--- src/rtl/wb_pkg.sv ---
// Shared types and encodings for the Wishbone LSU master: FSM states,
// LSU access sizes and completion error codes.
package wb_pkg;

  typedef enum logic [1:0] {
    IDLE = 2'b00,
    BUS  = 2'b01,
    RESP = 2'b10
  } state_t;

  localparam logic [1:0] SZ_B = 2'b00;
  localparam logic [1:0] SZ_H = 2'b01;
  localparam logic [1:0] SZ_W = 2'b10;
  localparam logic [1:0] SZ_D = 2'b11;

  localparam logic [1:0] EC_OK       = 2'b00;
  localparam logic [1:0] EC_MISALIGN = 2'b01;
  localparam logic [1:0] EC_BUSERR   = 2'b10;
  localparam logic [1:0] EC_TIMEOUT  = 2'b11;

endpackage

--- src/rtl/wb_lsu_master_if.sv ---
// Signal bundle between the LSU, the Wishbone master and the interconnect.
// The master modport is the bridge's own view; slave is the environment's.
interface wb_lsu_master_if
  import wb_pkg::*;
#(
  parameter int DATA_WIDTH = 32,
  parameter int ADDR_WIDTH = 32
);
  localparam int SW = DATA_WIDTH / 8;

  // Wishbone classic side
  logic                  o_CYC;
  logic                  o_STB;
  logic                  o_WE;
  logic [ADDR_WIDTH-1:0] o_ADDR;
  logic [SW-1:0]         o_SEL;
  logic [DATA_WIDTH-1:0] o_DATA;
  logic [DATA_WIDTH-1:0] i_DATA;
  logic                  i_ACK;
  logic                  i_ERR;

  // LSU side: a request transfers on a cycle where i_LSU_REQ and o_LSU_READY
  // are both high; the response is valid only in the single o_LSU_DONE cycle.
  logic                  i_LSU_REQ;
  logic [ADDR_WIDTH-1:0] i_LSU_ADDR;
  logic [DATA_WIDTH-1:0] i_LSU_DATA;
  logic                  i_LSU_WE;
  logic [1:0]            i_LSU_SIZE;
  logic                  i_LSU_UNSIGNED;
  logic                  o_LSU_READY;
  logic                  o_LSU_DONE;
  logic [DATA_WIDTH-1:0] o_LSU_DATA;
  logic                  o_LSU_ERR;
  logic [1:0]            o_LSU_ECODE;

  state_t                o_STATE;

  modport master (
    output o_CYC, o_STB, o_WE, o_ADDR, o_SEL, o_DATA,
    input  i_DATA, i_ACK, i_ERR,
    input  i_LSU_REQ, i_LSU_ADDR, i_LSU_DATA, i_LSU_WE, i_LSU_SIZE, i_LSU_UNSIGNED,
    output o_LSU_READY, o_LSU_DONE, o_LSU_DATA, o_LSU_ERR, o_LSU_ECODE,
    output o_STATE
  );

  modport slave (
    input  o_CYC, o_STB, o_WE, o_ADDR, o_SEL, o_DATA,
    output i_DATA, i_ACK, i_ERR,
    output i_LSU_REQ, i_LSU_ADDR, i_LSU_DATA, i_LSU_WE, i_LSU_SIZE, i_LSU_UNSIGNED,
    input  o_LSU_READY, o_LSU_DONE, o_LSU_DATA, o_LSU_ERR, o_LSU_ECODE,
    input  o_STATE
  );

endinterface

--- src/rtl/wb_lane_align.sv ---
// Byte-lane steering: SEL generation, store data placement, alignment check
// and load data extraction with sign/zero extension.
module wb_lane_align
  import wb_pkg::*;
#(
  parameter  int DATA_WIDTH = 32,
  localparam int SW         = DATA_WIDTH / 8,
  localparam int OW         = $clog2(SW)
) (
  input  logic [OW-1:0]         i_off,
  input  logic [1:0]            i_size,
  input  logic                  i_unsigned,
  input  logic [DATA_WIDTH-1:0] i_store,
  input  logic [DATA_WIDTH-1:0] i_load_raw,
  output logic [SW-1:0]         o_sel,
  output logic [DATA_WIDTH-1:0] o_wdata,
  output logic                  o_misalign,
  output logic [DATA_WIDTH-1:0] o_load
);

  int                    off_i;
  int                    nb_req;
  int                    nb_load;
  logic                  sign;
  logic [DATA_WIDTH-1:0] shifted_st;
  logic [DATA_WIDTH-1:0] shifted_ld;

  always_comb begin
    off_i   = int'(i_off);
    nb_req  = 1 << i_size;
    // A dword on a 32-bit bus is flagged misaligned; clamp so the sign bit index stays in range.
    nb_load = (nb_req > SW) ? SW : nb_req;

    case (i_size)
      SZ_H:    o_misalign = (off_i % 2) != 0;
      SZ_W:    o_misalign = (off_i % 4) != 0;
      SZ_D:    o_misalign = (DATA_WIDTH < 64) || ((off_i % 8) != 0);
      default: o_misalign = 1'b0;
    endcase

    shifted_st = i_store << (8 * off_i);
    shifted_ld = i_load_raw >> (8 * off_i);
    sign       = ~i_unsigned & shifted_ld[8*nb_load-1];

    o_sel   = '0;
    o_wdata = '0;
    o_load  = '0;
    for (int i = 0; i < SW; i++) begin
      o_sel[i]         = (i >= off_i) && (i < off_i + nb_req);
      o_wdata[8*i +: 8] = o_sel[i] ? shifted_st[8*i +: 8] : 8'h00;
      o_load[8*i +: 8]  = (i < nb_load) ? shifted_ld[8*i +: 8] : {8{sign}};
    end
  end

endmodule

--- src/rtl/wb_lsu_master.sv ---
// Wishbone classic single-access master for the LSU: one access per
// IDLE -> BUS -> RESP pass, with alignment, bus-error and timeout reporting.
module wb_lsu_master
  import wb_pkg::*;
#(
  parameter int DATA_WIDTH     = 32,
  parameter int ADDR_WIDTH     = 32,
  parameter int TIMEOUT_CYCLES = 255
) (
  input logic           i_CLK,
  input logic           i_RST,
  wb_lsu_master_if.master bus
);

  localparam int SW = DATA_WIDTH / 8;
  localparam int OW = $clog2(SW);
  localparam int CW = (TIMEOUT_CYCLES > 0) ? $clog2(TIMEOUT_CYCLES + 1) : 1;

  state_t                state_q, state_d;
  logic [ADDR_WIDTH-1:0] addr_q;
  logic [SW-1:0]         sel_q;
  logic [DATA_WIDTH-1:0] wdata_q;
  logic                  we_q;
  logic [OW-1:0]         off_q;
  logic [1:0]            size_q;
  logic                  uns_q;
  logic [1:0]            ecode_q;
  logic [DATA_WIDTH-1:0] rdata_q;
  logic [CW-1:0]         cnt_q;

  logic [OW-1:0]         al_off;
  logic [1:0]            al_size;
  logic                  al_uns;
  logic [SW-1:0]         al_sel;
  logic [DATA_WIDTH-1:0] al_wdata;
  logic                  al_misalign;
  logic [DATA_WIDTH-1:0] al_load;

  logic accept;
  logic timeout_hit;

  // The aligner sees the live request in IDLE and the latched access afterwards.
  always_comb begin
    if (state_q == IDLE) begin
      al_off  = bus.i_LSU_ADDR[OW-1:0];
      al_size = bus.i_LSU_SIZE;
      al_uns  = bus.i_LSU_UNSIGNED;
    end else begin
      al_off  = off_q;
      al_size = size_q;
      al_uns  = uns_q;
    end
  end

  wb_lane_align #(.DATA_WIDTH(DATA_WIDTH)) u_align (
    .i_off      (al_off),
    .i_size     (al_size),
    .i_unsigned (al_uns),
    .i_store    (bus.i_LSU_DATA),
    .i_load_raw (bus.i_DATA),
    .o_sel      (al_sel),
    .o_wdata    (al_wdata),
    .o_misalign (al_misalign),
    .o_load     (al_load)
  );

  assign accept      = bus.i_LSU_REQ && (state_q == IDLE);
  assign timeout_hit = (TIMEOUT_CYCLES != 0) && (cnt_q == CW'(TIMEOUT_CYCLES - 1));

  always_ff @(posedge i_CLK) begin
    if (i_RST) state_q <= IDLE;
    else       state_q <= state_d;
  end

  always_comb begin
    state_d = state_q;
    case (state_q)
      IDLE:    if (accept) state_d = al_misalign ? RESP : BUS;
      BUS:     if (bus.i_ERR || bus.i_ACK || timeout_hit) state_d = RESP;
      RESP:    state_d = IDLE;
      default: state_d = IDLE;
    endcase
  end

  // Access latch and completion status; ERR outranks ACK, ACK outranks timeout.
  always_ff @(posedge i_CLK) begin
    if (i_RST) begin
      addr_q  <= '0;
      sel_q   <= '0;
      wdata_q <= '0;
      we_q    <= 1'b0;
      off_q   <= '0;
      size_q  <= SZ_B;
      uns_q   <= 1'b0;
      ecode_q <= EC_OK;
      rdata_q <= '0;
      cnt_q   <= '0;
    end else begin
      case (state_q)
        IDLE: begin
          if (accept) begin
            addr_q  <= {bus.i_LSU_ADDR[ADDR_WIDTH-1:OW], {OW{1'b0}}};
            sel_q   <= al_sel;
            wdata_q <= al_wdata;
            we_q    <= bus.i_LSU_WE;
            off_q   <= bus.i_LSU_ADDR[OW-1:0];
            size_q  <= bus.i_LSU_SIZE;
            uns_q   <= bus.i_LSU_UNSIGNED;
            cnt_q   <= '0;
            rdata_q <= '0;
            ecode_q <= al_misalign ? EC_MISALIGN : EC_OK;
          end
        end
        BUS: begin
          cnt_q <= cnt_q + 1'b1;
          if (bus.i_ERR) begin
            ecode_q <= EC_BUSERR;
          end else if (bus.i_ACK) begin
            ecode_q <= EC_OK;
            rdata_q <= we_q ? '0 : al_load;
          end else if (timeout_hit) begin
            ecode_q <= EC_TIMEOUT;
          end
        end
        default: ;
      endcase
    end
  end

  always_comb begin
    bus.o_CYC       = (state_q == BUS);
    bus.o_STB       = (state_q == BUS);
    bus.o_WE        = (state_q == BUS) && we_q;
    bus.o_ADDR      = (state_q == BUS) ? addr_q  : '0;
    bus.o_SEL       = (state_q == BUS) ? sel_q   : '0;
    bus.o_DATA      = (state_q == BUS) ? wdata_q : '0;
    bus.o_LSU_READY = (state_q == IDLE);
    bus.o_LSU_DONE  = (state_q == RESP);
    bus.o_LSU_DATA  = (state_q == RESP) ? rdata_q : '0;
    bus.o_LSU_ERR   = (state_q == RESP) && (ecode_q != EC_OK);
    bus.o_LSU_ECODE = (state_q == RESP) ? ecode_q : EC_OK;
    bus.o_STATE     = state_q;
  end

endmodule
--- src/flat_wrapper.sv ---
// flat-port wrapper written by rule: the top's interface ports become plain ports
module wb_lsu_master_flat import wb_pkg::*;
#(
  parameter int DATA_WIDTH     = 32,
  parameter int ADDR_WIDTH     = 32,
  parameter int TIMEOUT_CYCLES = 255
)
  (i_CLK, i_RST, bus_o_CYC, bus_o_STB, bus_o_WE, bus_o_ADDR, bus_o_SEL, bus_o_DATA, bus_i_DATA, bus_i_ACK, bus_i_ERR, bus_i_LSU_REQ, bus_i_LSU_ADDR, bus_i_LSU_DATA, bus_i_LSU_WE, bus_i_LSU_SIZE, bus_i_LSU_UNSIGNED, bus_o_LSU_READY, bus_o_LSU_DONE, bus_o_LSU_DATA, bus_o_LSU_ERR, bus_o_LSU_ECODE, bus_o_STATE);
  wb_lsu_master_if #(.DATA_WIDTH(DATA_WIDTH), .ADDR_WIDTH(ADDR_WIDTH)) bus_i ();
  input logic i_CLK;
  input logic i_RST;
  output wire logic [$bits(bus_i.o_CYC)-1:0] bus_o_CYC;
  output wire logic [$bits(bus_i.o_STB)-1:0] bus_o_STB;
  output wire logic [$bits(bus_i.o_WE)-1:0] bus_o_WE;
  output wire logic [$bits(bus_i.o_ADDR)-1:0] bus_o_ADDR;
  output wire logic [$bits(bus_i.o_SEL)-1:0] bus_o_SEL;
  output wire logic [$bits(bus_i.o_DATA)-1:0] bus_o_DATA;
  input wire logic [$bits(bus_i.i_DATA)-1:0] bus_i_DATA;
  input wire logic [$bits(bus_i.i_ACK)-1:0] bus_i_ACK;
  input wire logic [$bits(bus_i.i_ERR)-1:0] bus_i_ERR;
  input wire logic [$bits(bus_i.i_LSU_REQ)-1:0] bus_i_LSU_REQ;
  input wire logic [$bits(bus_i.i_LSU_ADDR)-1:0] bus_i_LSU_ADDR;
  input wire logic [$bits(bus_i.i_LSU_DATA)-1:0] bus_i_LSU_DATA;
  input wire logic [$bits(bus_i.i_LSU_WE)-1:0] bus_i_LSU_WE;
  input wire logic [$bits(bus_i.i_LSU_SIZE)-1:0] bus_i_LSU_SIZE;
  input wire logic [$bits(bus_i.i_LSU_UNSIGNED)-1:0] bus_i_LSU_UNSIGNED;
  output wire logic [$bits(bus_i.o_LSU_READY)-1:0] bus_o_LSU_READY;
  output wire logic [$bits(bus_i.o_LSU_DONE)-1:0] bus_o_LSU_DONE;
  output wire logic [$bits(bus_i.o_LSU_DATA)-1:0] bus_o_LSU_DATA;
  output wire logic [$bits(bus_i.o_LSU_ERR)-1:0] bus_o_LSU_ERR;
  output wire logic [$bits(bus_i.o_LSU_ECODE)-1:0] bus_o_LSU_ECODE;
  output wire logic [$bits(bus_i.o_STATE)-1:0] bus_o_STATE;
  assign bus_o_CYC = bus_i.o_CYC;
  assign bus_o_STB = bus_i.o_STB;
  assign bus_o_WE = bus_i.o_WE;
  assign bus_o_ADDR = bus_i.o_ADDR;
  assign bus_o_SEL = bus_i.o_SEL;
  assign bus_o_DATA = bus_i.o_DATA;
  assign bus_i.i_DATA = bus_i_DATA;
  assign bus_i.i_ACK = bus_i_ACK;
  assign bus_i.i_ERR = bus_i_ERR;
  assign bus_i.i_LSU_REQ = bus_i_LSU_REQ;
  assign bus_i.i_LSU_ADDR = bus_i_LSU_ADDR;
  assign bus_i.i_LSU_DATA = bus_i_LSU_DATA;
  assign bus_i.i_LSU_WE = bus_i_LSU_WE;
  assign bus_i.i_LSU_SIZE = bus_i_LSU_SIZE;
  assign bus_i.i_LSU_UNSIGNED = bus_i_LSU_UNSIGNED;
  assign bus_o_LSU_READY = bus_i.o_LSU_READY;
  assign bus_o_LSU_DONE = bus_i.o_LSU_DONE;
  assign bus_o_LSU_DATA = bus_i.o_LSU_DATA;
  assign bus_o_LSU_ERR = bus_i.o_LSU_ERR;
  assign bus_o_LSU_ECODE = bus_i.o_LSU_ECODE;
  assign bus_o_STATE = bus_i.o_STATE;
  wb_lsu_master #(.DATA_WIDTH(DATA_WIDTH), .ADDR_WIDTH(ADDR_WIDTH), .TIMEOUT_CYCLES(TIMEOUT_CYCLES)) u_core (.i_CLK(i_CLK), .i_RST(i_RST), .bus(bus_i));
endmodule
--- config.mk ---
export PLATFORM = sky130hd
export DESIGN_NAME = wb_lsu_master_flat
export DESIGN_NICKNAME = d
export VERILOG_FILES = /design/src/rtl/wb_pkg.sv /design/src/rtl/wb_lsu_master_if.sv /design/src/rtl/wb_lane_align.sv /design/src/rtl/wb_lsu_master.sv /design/src/flat_wrapper.sv
export SDC_FILE = /design/constraint.sdc
export NUM_CORES = 1
export LEC_CHECK = 0
export ABC_CLOCK_PERIOD_IN_PS = 3800
export CAP_MARGIN = 10
export CORE_MARGIN = 8
export CORE_UTILIZATION = 45
export CTS_BUF_LIST = sky130_fd_sc_hd__clkbuf_8 sky130_fd_sc_hd__clkbuf_16
export CTS_CLUSTER_SIZE = 14
export DETAILED_ROUTE_END_ITERATION = 10
export GPL_ROUTABILITY_DRIVEN = 0
export PLACE_DENSITY_LB_ADDON = 0.05
export SLEW_MARGIN = 20
export SYNTH_ARGS = -nofsm -noshare
export SYNTH_HDL_FRONTEND = slang
export SYNTH_SLANG_ARGS = --single-unit
--- constraint.sdc ---
create_clock -name i_CLK -period 3.8 [get_ports i_CLK]
set_input_delay 0.57 -clock i_CLK [delete_from_list [all_inputs] [get_ports i_CLK]]
set_output_delay 0.57 -clock i_CLK [all_outputs]
set_load 0.01 [all_outputs]
# Word level (Yosys, flattened, before mapping)
# Cells that the tools add are included.
word_totals:
  register_bits: 116
  latch_bits: 0
  ramBits: 0
  romBits: 0
  inputBits: 105
  out_inout_bits: 110
  elab_cells: 98
  mem_count: 0
op_classes:
  addsub: 3
  multipliers: 0
  n_div: 0
  n_lt_le_gt_ge: 13
  eq_ne: 11
  shift: 3
  muxes: 38
  n_bitwise: 2
  n_reduce_logical: 17
op_table:
  columns: ["cell", "count"]
  rows:
  - ["32-bit 2-to-1 mux", 8]
  - ["3-bit by 32-bit < comparator with 1-bit output (first input constant)", 4]
  - ["8-bit 2-to-1 mux", 9]
  - ["1-bit by 32-bit < comparator with 1-bit output (first input constant)", 2]
  - ["2-bit by 32-bit < comparator with 1-bit output (first input constant)", 2]
  - ["32-bit one-hot mux with 2 select lines", 1]
  - ["3-bit by 32-bit adder with 32-bit output", 1]
  - ["32-bit by 4-bit > comparator with 1-bit output (second input constant)", 1]
  - ["32-bit by 7-bit < comparator with 1-bit output (second input constant)", 1]
  - ["32-bit nonzero test", 1]
  - ["1-bit by 2-bit << shifter with 32-bit output (first input constant)", 1]
  - ["32-bit by 5-bit << shifter with 32-bit output", 1]
  - ["32-bit by 5-bit >> shifter with 32-bit output", 1]
  - ["32-bit by 2-bit subtractor with 32-bit output (second input constant)", 1]
  - ["2-bit 2-to-1 mux", 10]
  - ["8-bit one-hot mux with 2 select lines", 1]
  - ["8-bit by 1-bit adder with 8-bit output (second input constant)", 1]
  - ["8-bit == test (second input constant)", 1]
  - ["2-bit one-hot mux with 2 select lines", 2]
  - ["2-bit == test (second input constant)", 3]
  - ["1-bit logical AND", 6]
  - ["2-bit by 1-bit != test with 1-bit output (second input constant)", 3]
  - ["2-bit AND reduction", 3]
  - ["1-bit binary-select mux with 5-bit select", 1]
  - ["other kinds (15)", 22]

# Longest topological paths before layout
# Gate-level depths: netlist of run 1.
logic_depth:
  depth_word: 15
  ltp_mapped: 14
  ltp_nobuf: 12

# Hierarchy
# From an unflattened synthesis of run 1, not the netlist that was laid out.
unflattened:
  cells_unflattened: 907
  hier_area_um2: 6801.5
modules_own_cells:
  columns: ["mod", "instances", "cells_per_inst", "area_each_um2", "seq_area_each_um2"]
  rows:
  - ["wb_lsu_master", 1, 659, 5228.8, 2322.2]
  - ["wb_lane_align", 1, 248, 1572.8, 0.0]

# Least setup slack after synthesis of run 1
# No wires, ideal clock.
synth_timing:
  path_kind: "register -> register"
  start: "register u_core.state_q[0], in the netlist u_core.bus.o_STATE[0]"
  end: "register u_core.wdata_q[16]"
  setup_time_ps: 135
  t_arrival_ps: 3126
  required_ps: 3665
  slack_ps: 540
  stages_incl_launch_ff: 14
  path_buffers: 2
  synth_period_minus_slack_ps: 3260
  path_cell_list: "dfxtp_1 > clkbuf_1 > or4_1 > o31a_1 > inv_1 > clkbuf_1 > ha_1 > inv_1 > fa_1 > a211o_1 > a211oi_1 > mux2i_1 > o21ai_1 > o21ai_0"
synth_via:
  elab_chain_cells: 7
  word_cells_on_any_way: 12
  classes_between: "1 x add/sub; 2 x order compare; 2 x shift; 3 x mux; 4 x reduce/logical"
synth_lines:
  columns: ["item", "line_no", "rtl"]
  rows:
  - ["start, declared", "wb_lsu_master.sv:19", "state_t state_q, state_d;"]
  - ["start signal, assigned", "wb_lsu_master.sv:72", "else state_q <= state_d;"]
  - ["2-bit zero test *", "wb_lsu_master.sv:44, wb_lsu_master.sv:67, wb_lsu_master.sv:99", null]
  - ["2-bit 2-to-1 mux", "wb_lsu_master.sv:44", "if (state_q == IDLE) begin"]
  - ["1-bit by 2-bit << shifter with 32-bit output", "wb_lane_align.sv:30", "nb_req = 1 << i_size;"]
  - ["3-bit by 32-bit adder with 32-bit output", "wb_lane_align.sv:49", "o_sel[i] = (i >= off_i) && (i < off_i + nb_req);"]
  - ["3-bit by 32-bit < comparator with 1-bit output", "wb_lane_align.sv:49", null]
  - ["1-bit logical AND", "wb_lane_align.sv:49", null]
  - ["8-bit 2-to-1 mux", "wb_lane_align.sv:50", "o_wdata[8*i +: 8] = o_sel[i] ? shifted_st[8*i +: 8] : 8'h00;"]
  - ["end signal, assigned", "wb_lsu_master.sv:104", "wdata_q <= al_wdata;"]
  - ["end, declared", "wb_lsu_master.sv:22", "logic [DATA_WIDTH-1:0] wdata_q;"]
# Mark *: on every way between the ends. The rest lies on a longest branch, timed or not.
# A chain may end at the register's enable or synchronous reset.

# Worst setup path after layout of run 1
layout_timing:
  start: "register u_core.state_q[0], in the netlist u_core.bus.o_STATE[0]"
  end: "register u_core.wdata_q[24]"
layout_via:
  elab_chain_cells: 6
  word_cells_on_any_way: 10
  classes_between: "1 x add/sub; 1 x order compare; 2 x shift; 3 x mux; 3 x reduce/logical"
layout_lines:
  columns: ["item", "line_no"]
  rows:
  - ["2-bit zero test *", "wb_lsu_master.sv:44, wb_lsu_master.sv:67, wb_lsu_master.sv:99"]
  - ["2-bit 2-to-1 mux", "wb_lsu_master.sv:44"]
  - ["1-bit by 2-bit << shifter with 32-bit output", "wb_lane_align.sv:30"]
  - ["3-bit by 32-bit adder with 32-bit output", "wb_lane_align.sv:49"]
  - ["3-bit by 32-bit < comparator with 1-bit output", "wb_lane_align.sv:49"]
  - ["8-bit 2-to-1 mux", "wb_lane_align.sv:50"]
# Marks and branches as above.

==> results.ini, run 1 <==
[yosys]
yosys.cell_count.top_type=nand2_1
synth_seq_area_share_pct=38.6
synth_ff_type=dfxtp_1
avgSynthCellArea_um2=8.31
synthTopCellsByArea=dfxtp_1, and2_1, nand2_1
synth_top_area_cell=dfxtp_1
synth-edff-count=0
synthDominantCellAreaShare_pct=38.6
syn_inst=724
synth.distinct_cells=64
ys_warn_count=0
synth-seq-cells=116
synthArstFlopShare_pct=0
netlist_area_mm2=0.00601
ys_top_cells_by_count=nand2_1, dfxtp_1, and2_1, a21oi_1, clkbuf_1

[clock_tree]
cts_buffers=17
postCtsHoldBufs=0
cts_max_level=4
cts.clk_slew.worst_paths_ns=0.05
ctsResizeCount=0
cts.sinks=116
cts_max_path_buffers=2
cts_tree=yes
clockRootBuffer=clkbuf_16
worstSkewPairLatency_ns=0.41
cts_setup_buffers=0

[critical_path]
critPathLaunch=u_core.bus.o_STATE[0]
r2r-start=u_core.bus.o_STATE[0]
reg2reg_setup_slack_ns=0.43
cp-end-kind=flop
r2r-end=u_core.wdata_q[24]
arrival_ns=3.67
crit_fanout=26
reg2regPathDepth=10
worstPathRequired_ns=4.10
startpoint_type=flop
crit_type=reg -> reg

[hold_path]
hold_class=reg -> reg
holdPathStages=2
hold_path_startpoint=u_core.rdata_q[11]
whs_endpoint=u_core.rdata_q[11]

[sta]
worstMarginPinSlew_ns=0.743
max_slew_margin_pct=50.1
slew_viol_final=0
fin_setup_tns_ns=0
fin_crit_sh_pct=88.6
setup_violations=0
hold_violations=0
fmax_mhz=297
rsz0062_at_grt=false
skew_ns=0.00430
period_minus_slack_ns=3.37

[placement]
port_buffers=212
hpwl_um=14100

[floorplanning]
dieWidth_um=132
start_util_pct=45.8
io_pins=215
die_h_um=132
core_mm2=0.0131
rows=42
die-area_mm2=0.0173

[route]
routed_via_density=5.43
ant_nets=0
wl_per_cell_um=18.0
drtIter0Drc=567
drt_pass1_iterations=5
num_vias=6009
wl_um=19900
drcViolationCount=0

[power]
pwr-share-seq_pct=34.5
internal-power_mw=2.78
power_density_mw_per_mm2=448
leakagePower_nw=3.36
power_mw=3.97
switching_share_pct=30.0
comb_power_share_pct=25.0
power.switching_mw=1.19
irDropWorstVdd_mv=0.285
pwr-share-clk_pct=40.5

[cells_and_area]
nets=1027
multi_input_area_mm2=0.00342
num-fill-cells=1096
regArea_mm2=0.00232
diodes=0
drive_gt1_share_pct=8.71
area_growth_pct=47.2

[global_route]
overflow=0
grt_pass1_wl_um=32600
grt_usage_pct=22.8
grt_max_degree=46
antenna_found_initial=0
grt_pass1_vias=6416

[outcome]
status=completed

[flow_run]
maxCapViolCount=0

[power by group through the flow]
stage | Combinational [mW] | Clock [mW] | Sequential (mW)
floorplan | 0.638 | 0 | 1.37
global placement | 0.967 | 0 | 1.39
detailed placement | 0.985 | 0 | 1.39
CTS | 0.994 | 1.63 | 1.37
global route | 1.09 | 1.69 | 1.38
finish | 0.990 | 1.61 | 1.37
[per-stage QoR]
step	setup slack, ns	std cells	instance area, um2	hold WS, ns	util, %
after floorplan	0.540	725	6020	0.415	-
after global placement	0.297	1074	8240	0.426	62.7
after detailed placement	0.188	1074	8240	0.434	62.7
after CTS	0.415	1106	8840	0.450	67.3
after global routing	0.215	1106	8850	0.464	67.4
final	0.431	1106	8850	0.445	67.4
[critical path: stages (launching register included)]
cell	delay (ns)
dfxtp_1	0.46
or2_1	0.32
inv_2	0.22
mux2_4	0.43
inv_4	0.20
fa_1	0.47
a211o_1	0.28
a211oi_1	0.20
mux2i_1	0.14
nor3b_2	0.26
a32o_1	0.26
[metal layers]
metal | wire (um) | track usage [%] | part of all wire (%) | vias up
li1 | - | - | - | 2923
met1 | 8380 | 26.1 | 42 | 2826
met2 | 9450 | 37.8 | 48 | 223
met3 | 1590 | 8.38 | 8.0 | 37
met4 | 480 | 9.57 | 2.4 | 0
met5 | 0 | 0 | 0 | -
[worst max path at each step]
stage | to | slack [ns] | cells after the start
2_1_floorplan | u_core.wdata_q[16] | 0.54 | 13
4_1_cts | u_core.wdata_q[24] | 0.41 | 10
5_1_grt | u_core.wdata_q[29] | 0.22 | 10
3_3_place_gp | u_core.wdata_q[26] | 0.30 | 12
3_5_place_dp | u_core.wdata_q[24] | 0.19 | 12
6_report | u_core.wdata_q[24] | 0.43 | 10
[area by class of cell]
cell class              instances  share of cell area (%)
repair buffers                230                    25.4
well taps                     176                    2.49
multi-input cells             543                    38.6
clock buffers                  18                    4.96
clock inverters                14                    1.82
inverters                       9                   0.410
flip-flops and latches        116                    26.2
[state kept, by name, indices dropped and copies added (netlist names)]
register and cells:
u_core.addr_q 30, u_core.bus.o_STATE 2, u_core.cnt_q 8, u_core.ecode_q 2, u_core.off_q 2, u_core.rdata_q 32, u_core.sel_q 4, u_core.size_q 2
u_core.uns_q 1, u_core.wdata_q 32, u_core.we_q 1
[cells in the final DEF, fill, tap and decap left out, types with 5 or more instances in the layout]
master,instances
clkbuf_16,17
clkinv_2,5
and2_1,104
o32ai_1,16
dfxtp_1,116
a21oi_1,41
o31ai_1,14
mux2_2,14
clkdlybuf4s50_1,211
a221oi_1,8
nor2_1,23
nor3_1,6
a22o_1,8
a32oi_1,10
inv_1,7
clkinvlp_4,5
a32o_1,8
o21ai_0,22
mux2i_1,26
nand2_1,144
and3_1,8
buf_4,18
a2bb2oi_1,8
nand2b_1,6
a22oi_1,9
nand3_1,9
[kinds of logic after synthesis]
family,count (synthesis),share of synthesized area [%]
flip-flops,116,38.6
AO/OA/AOI/OAI,168,20.6
other,1,0.0624
buffers and inverters,66,4.85
multiplexers,42,7.45
AND/OR/NAND/NOR,322,26.7
adder cells (fa/ha/maj),5,1.17
XOR/XNOR,4,0.583
Note: power is estimated with default switching activity, not from simulation.
==> run 2, diff against run 1 <==
--- a/config.mk
+++ b/config.mk
@@ -10,10 +10,12 @@
 export CORE_MARGIN = 8
 export CORE_UTILIZATION = 45
 export CTS_BUF_LIST = sky130_fd_sc_hd__clkbuf_8 sky130_fd_sc_hd__clkbuf_16
+export CTS_CLUSTER_DIAMETER = 100
 export CTS_CLUSTER_SIZE = 14
 export DETAILED_ROUTE_END_ITERATION = 10
 export GPL_ROUTABILITY_DRIVEN = 0
 export PLACE_DENSITY_LB_ADDON = 0.05
+export RECOVER_POWER = 50
 export SLEW_MARGIN = 20
 export SYNTH_ARGS = -nofsm -noshare
 export SYNTH_HDL_FRONTEND = slang
==> run 2 against run 1 <==
  * The run now ends with capacitance limit, slew limit left
  * Clock power about the same
  * First-iteration DRC count decreased by 2.6%
  * Design area decreased by 0.13%
  * Global-route usage unchanged
  * Sequential power about the same
  * Cell count unchanged
  * Maximum frequency decreased by 2.3%
  * Clock skew about the same
==> results.ini, run 2 (same netlist as run 1, synthesis figures left out) <==
[power]
comb_power_share_pct=25.0  ; about the same
power_mw=3.97  ; about the same
power.switching_mw=1.19  ; about the same
pwr-share-seq_pct=34.5  ; about the same
internal-power_mw=2.78  ; about the same
power_density_mw_per_mm2=449  ; about the same
irDropWorstVdd_mv=0.286  ; about the same
pwr-share-clk_pct=40.5  ; about the same
leakagePower_nw=3.45  ; +2.7%
switching_share_pct=30.0  ; about the same

[cells_and_area]
regArea_mm2=0.00232  ; unchanged
drive_gt1_share_pct=8.39  ; -0.32 points
diodes=0  ; unchanged
final_common_cell=clkdlybuf4s50_1
num-fill-cells=1098  ; +0.18%
area_growth_pct=47.0
multi_input_area_mm2=0.00342  ; unchanged
layout_common_cells=clkdlybuf4s50_1, nand2_1, dfxtp_1, and2_1, a21oi_1
reg_top3=u_core.rdata_q: 32 flops, u_core.wdata_q: 32 flops, u_core.addr_q: 30 flops
fin_util_pct=67.3  ; -0.086 points
final_area_mm2=0.00884  ; -0.13%
nets=1027  ; unchanged

[sta]
worstMarginPinSlew_ns=1.81  ; +1.07 ns
setup_violations=0  ; unchanged
fin_crit_sh_pct=90.7  ; +2.0 points
fmax_mhz=290  ; -2.3%
period_minus_slack_ns=3.45  ; +0.0778 ns
slew_viol_final=108  ; +108
rsz0062_at_grt=false
hold_slack_ns=0.446  ; +0.000969 ns
hold_violations=0  ; unchanged
fin_setup_tns_ns=0  ; unchanged
max_slew_margin_pct=-20.8  ; -71 points
skew_ns=0.00429  ; -0.0000109 ns

[critical_path]
cp-endpoint=u_core.wdata_q[24]
worstPathCellList=or2_1 -> inv_2 -> mux2_4 -> inv_4 -> fa_1 -> a211o_1 -> a211oi_1 -> mux2i_1 -> nor3b_2 -> a32o_1
critical_path.max_stage_delay_ns=0.47  ; about the same
reg2regPathDepth=10  ; unchanged
r2r-start=u_core.bus.o_STATE[0]
cp-end-kind=flop
r2r-end=u_core.wdata_q[24]
crit_type=reg -> reg
startpoint_type=flop
crit_fanout=26  ; unchanged
critPathLaunch=u_core.bus.o_STATE[0]
reg2reg_setup_slack_ns=0.35  ; -0.08 ns
worstPathRequired_ns=4.10  ; about the same
arrival_ns=3.75  ; +0.08 ns
critPathSlowestCell=fa_1

[clock_tree]
ctsResizeCount=0  ; unchanged
cts_max_level=4  ; unchanged
cts_buffers=17  ; unchanged
clockRootBuffer=clkbuf_16
postCtsHoldBufs=0  ; unchanged
cts_tree=yes
cts.clk_slew.worst_paths_ns=0.05  ; about the same
worstSkewPairLatency_ns=0.41  ; about the same
cts.sinks=116  ; unchanged
cts_setup_buffers=0  ; unchanged
cts_max_path_buffers=2  ; unchanged

[route]
wl_um=19900  ; about the same
ant_nets=0  ; unchanged
num_vias=6022  ; +0.22%
routed_via_density=5.44  ; +0.22%
drt_pass1_iterations=5  ; unchanged
drtIter0Drc=552  ; -2.6%
drcViolationCount=0  ; unchanged
wl_per_cell_um=18.0  ; about the same

[global_route]
overflow=0  ; unchanged
grt_pass1_wl_um=32600  ; unchanged
antenna_found_initial=0  ; unchanged
grt_usage_pct=22.8  ; unchanged
grt_pass1_vias=6416  ; unchanged
grt_max_degree=46  ; unchanged

[floorplanning]
die-area_mm2=0.0173  ; unchanged
dieWidth_um=132  ; unchanged
start_util_pct=45.8  ; unchanged
rows=42  ; unchanged
die_h_um=132  ; unchanged
core_mm2=0.0131  ; unchanged
io_pins=215  ; unchanged

[outcome]
violations=capacitance limit, slew limit
status=finished, violations left

[placement]
placed_cell_area_mm2=0.00824  ; unchanged
hpwl_um=14100  ; unchanged
port_buffers=212  ; unchanged

[flow_run]
maxCapViolCount=3  ; +3

[hold_path]
hold_class=reg -> reg
hold_path_startpoint=u_core.rdata_q[11]

-- run 2: changes by cell type in the layout (fill, tap and decap cells not counted), sizes merged --
cell / change
buf: -3
clkbuf: +3
clkdlybuf4s50: -32
dlygate4sd3: +32
-- run 2: through the flow --
stage / cells / setup slack (ns)
2_1_floorplan: 725 / 0.540
3_3_place_gp: 1074 / 0.297
3_5_place_dp: 1074 / 0.188
4_1_cts: 1106 / 0.415
5_1_grt: 1106 / 0.128
6_report: 1106 / 0.354
-- run 2: worst max-delay path: cells and delay by family (launching register included) --
kind | cells | cell delay, ns
AO/OA/AOI/OAI | 3 | 0.83
buffers and inverters | 2 | 0.42
adder cells (fa/ha/maj) | 1 | 0.47
AND/OR/NAND/NOR | 2 | 0.57
multiplexers | 2 | 0.57
flip-flops | 1 | 0.45
-- run 2: layer usage --
| metal | global-route usage (%) | vias to the layer above | routed length (um) | share of wire (%) |
|---|---|---|---|---|
| li1 | - | 2920 | - | - |
| met1 | 26.1 | 2832 | 8310 | 42 |
| met2 | 37.8 | 235 | 9480 | 48 |
| met3 | 8.38 | 35 | 1630 | 8.2 |
| met4 | 9.57 | 0 | 472 | 2.4 |
| met5 | 0 | - | 0 | 0 |
-- run 2: power groups by stage --
stage                     clock network [mW]  logic (mW)  registers [mW]
after global routing                    1.69        1.09            1.38
after floorplan                            0       0.638            1.37
after CTS                               1.63       0.994            1.37
final                                   1.61       0.991            1.37
after global placement                     0       0.967            1.39
after detailed placement                   0       0.985            1.39
-- run 2: layout make-up --
class	instances	share of cell area [%]
Multi-Input combinational cell	543	38.7
Sequential cell	116	26.3
Timing Repair Buffer	230	25.4
Clock buffer	18	4.97
Tap cell	176	2.49
Clock inverter	14	1.83
Inverter	9	0.410
-- run 2: how the worst min path moves through the flow --
stage | cells past startpoint | to | slack, ns
floorplan | 2 | u_core.sel_q[1] | 0.42
global placement | 2 | u_core.wdata_q[20] | 0.43
detailed placement | 1 | u_core.sel_q[3] | 0.43
CTS | 1 | u_core.sel_q[3] | 0.45
global route | 2 | u_core.addr_q[2] | 0.46
finish | 2 | u_core.rdata_q[11] | 0.45
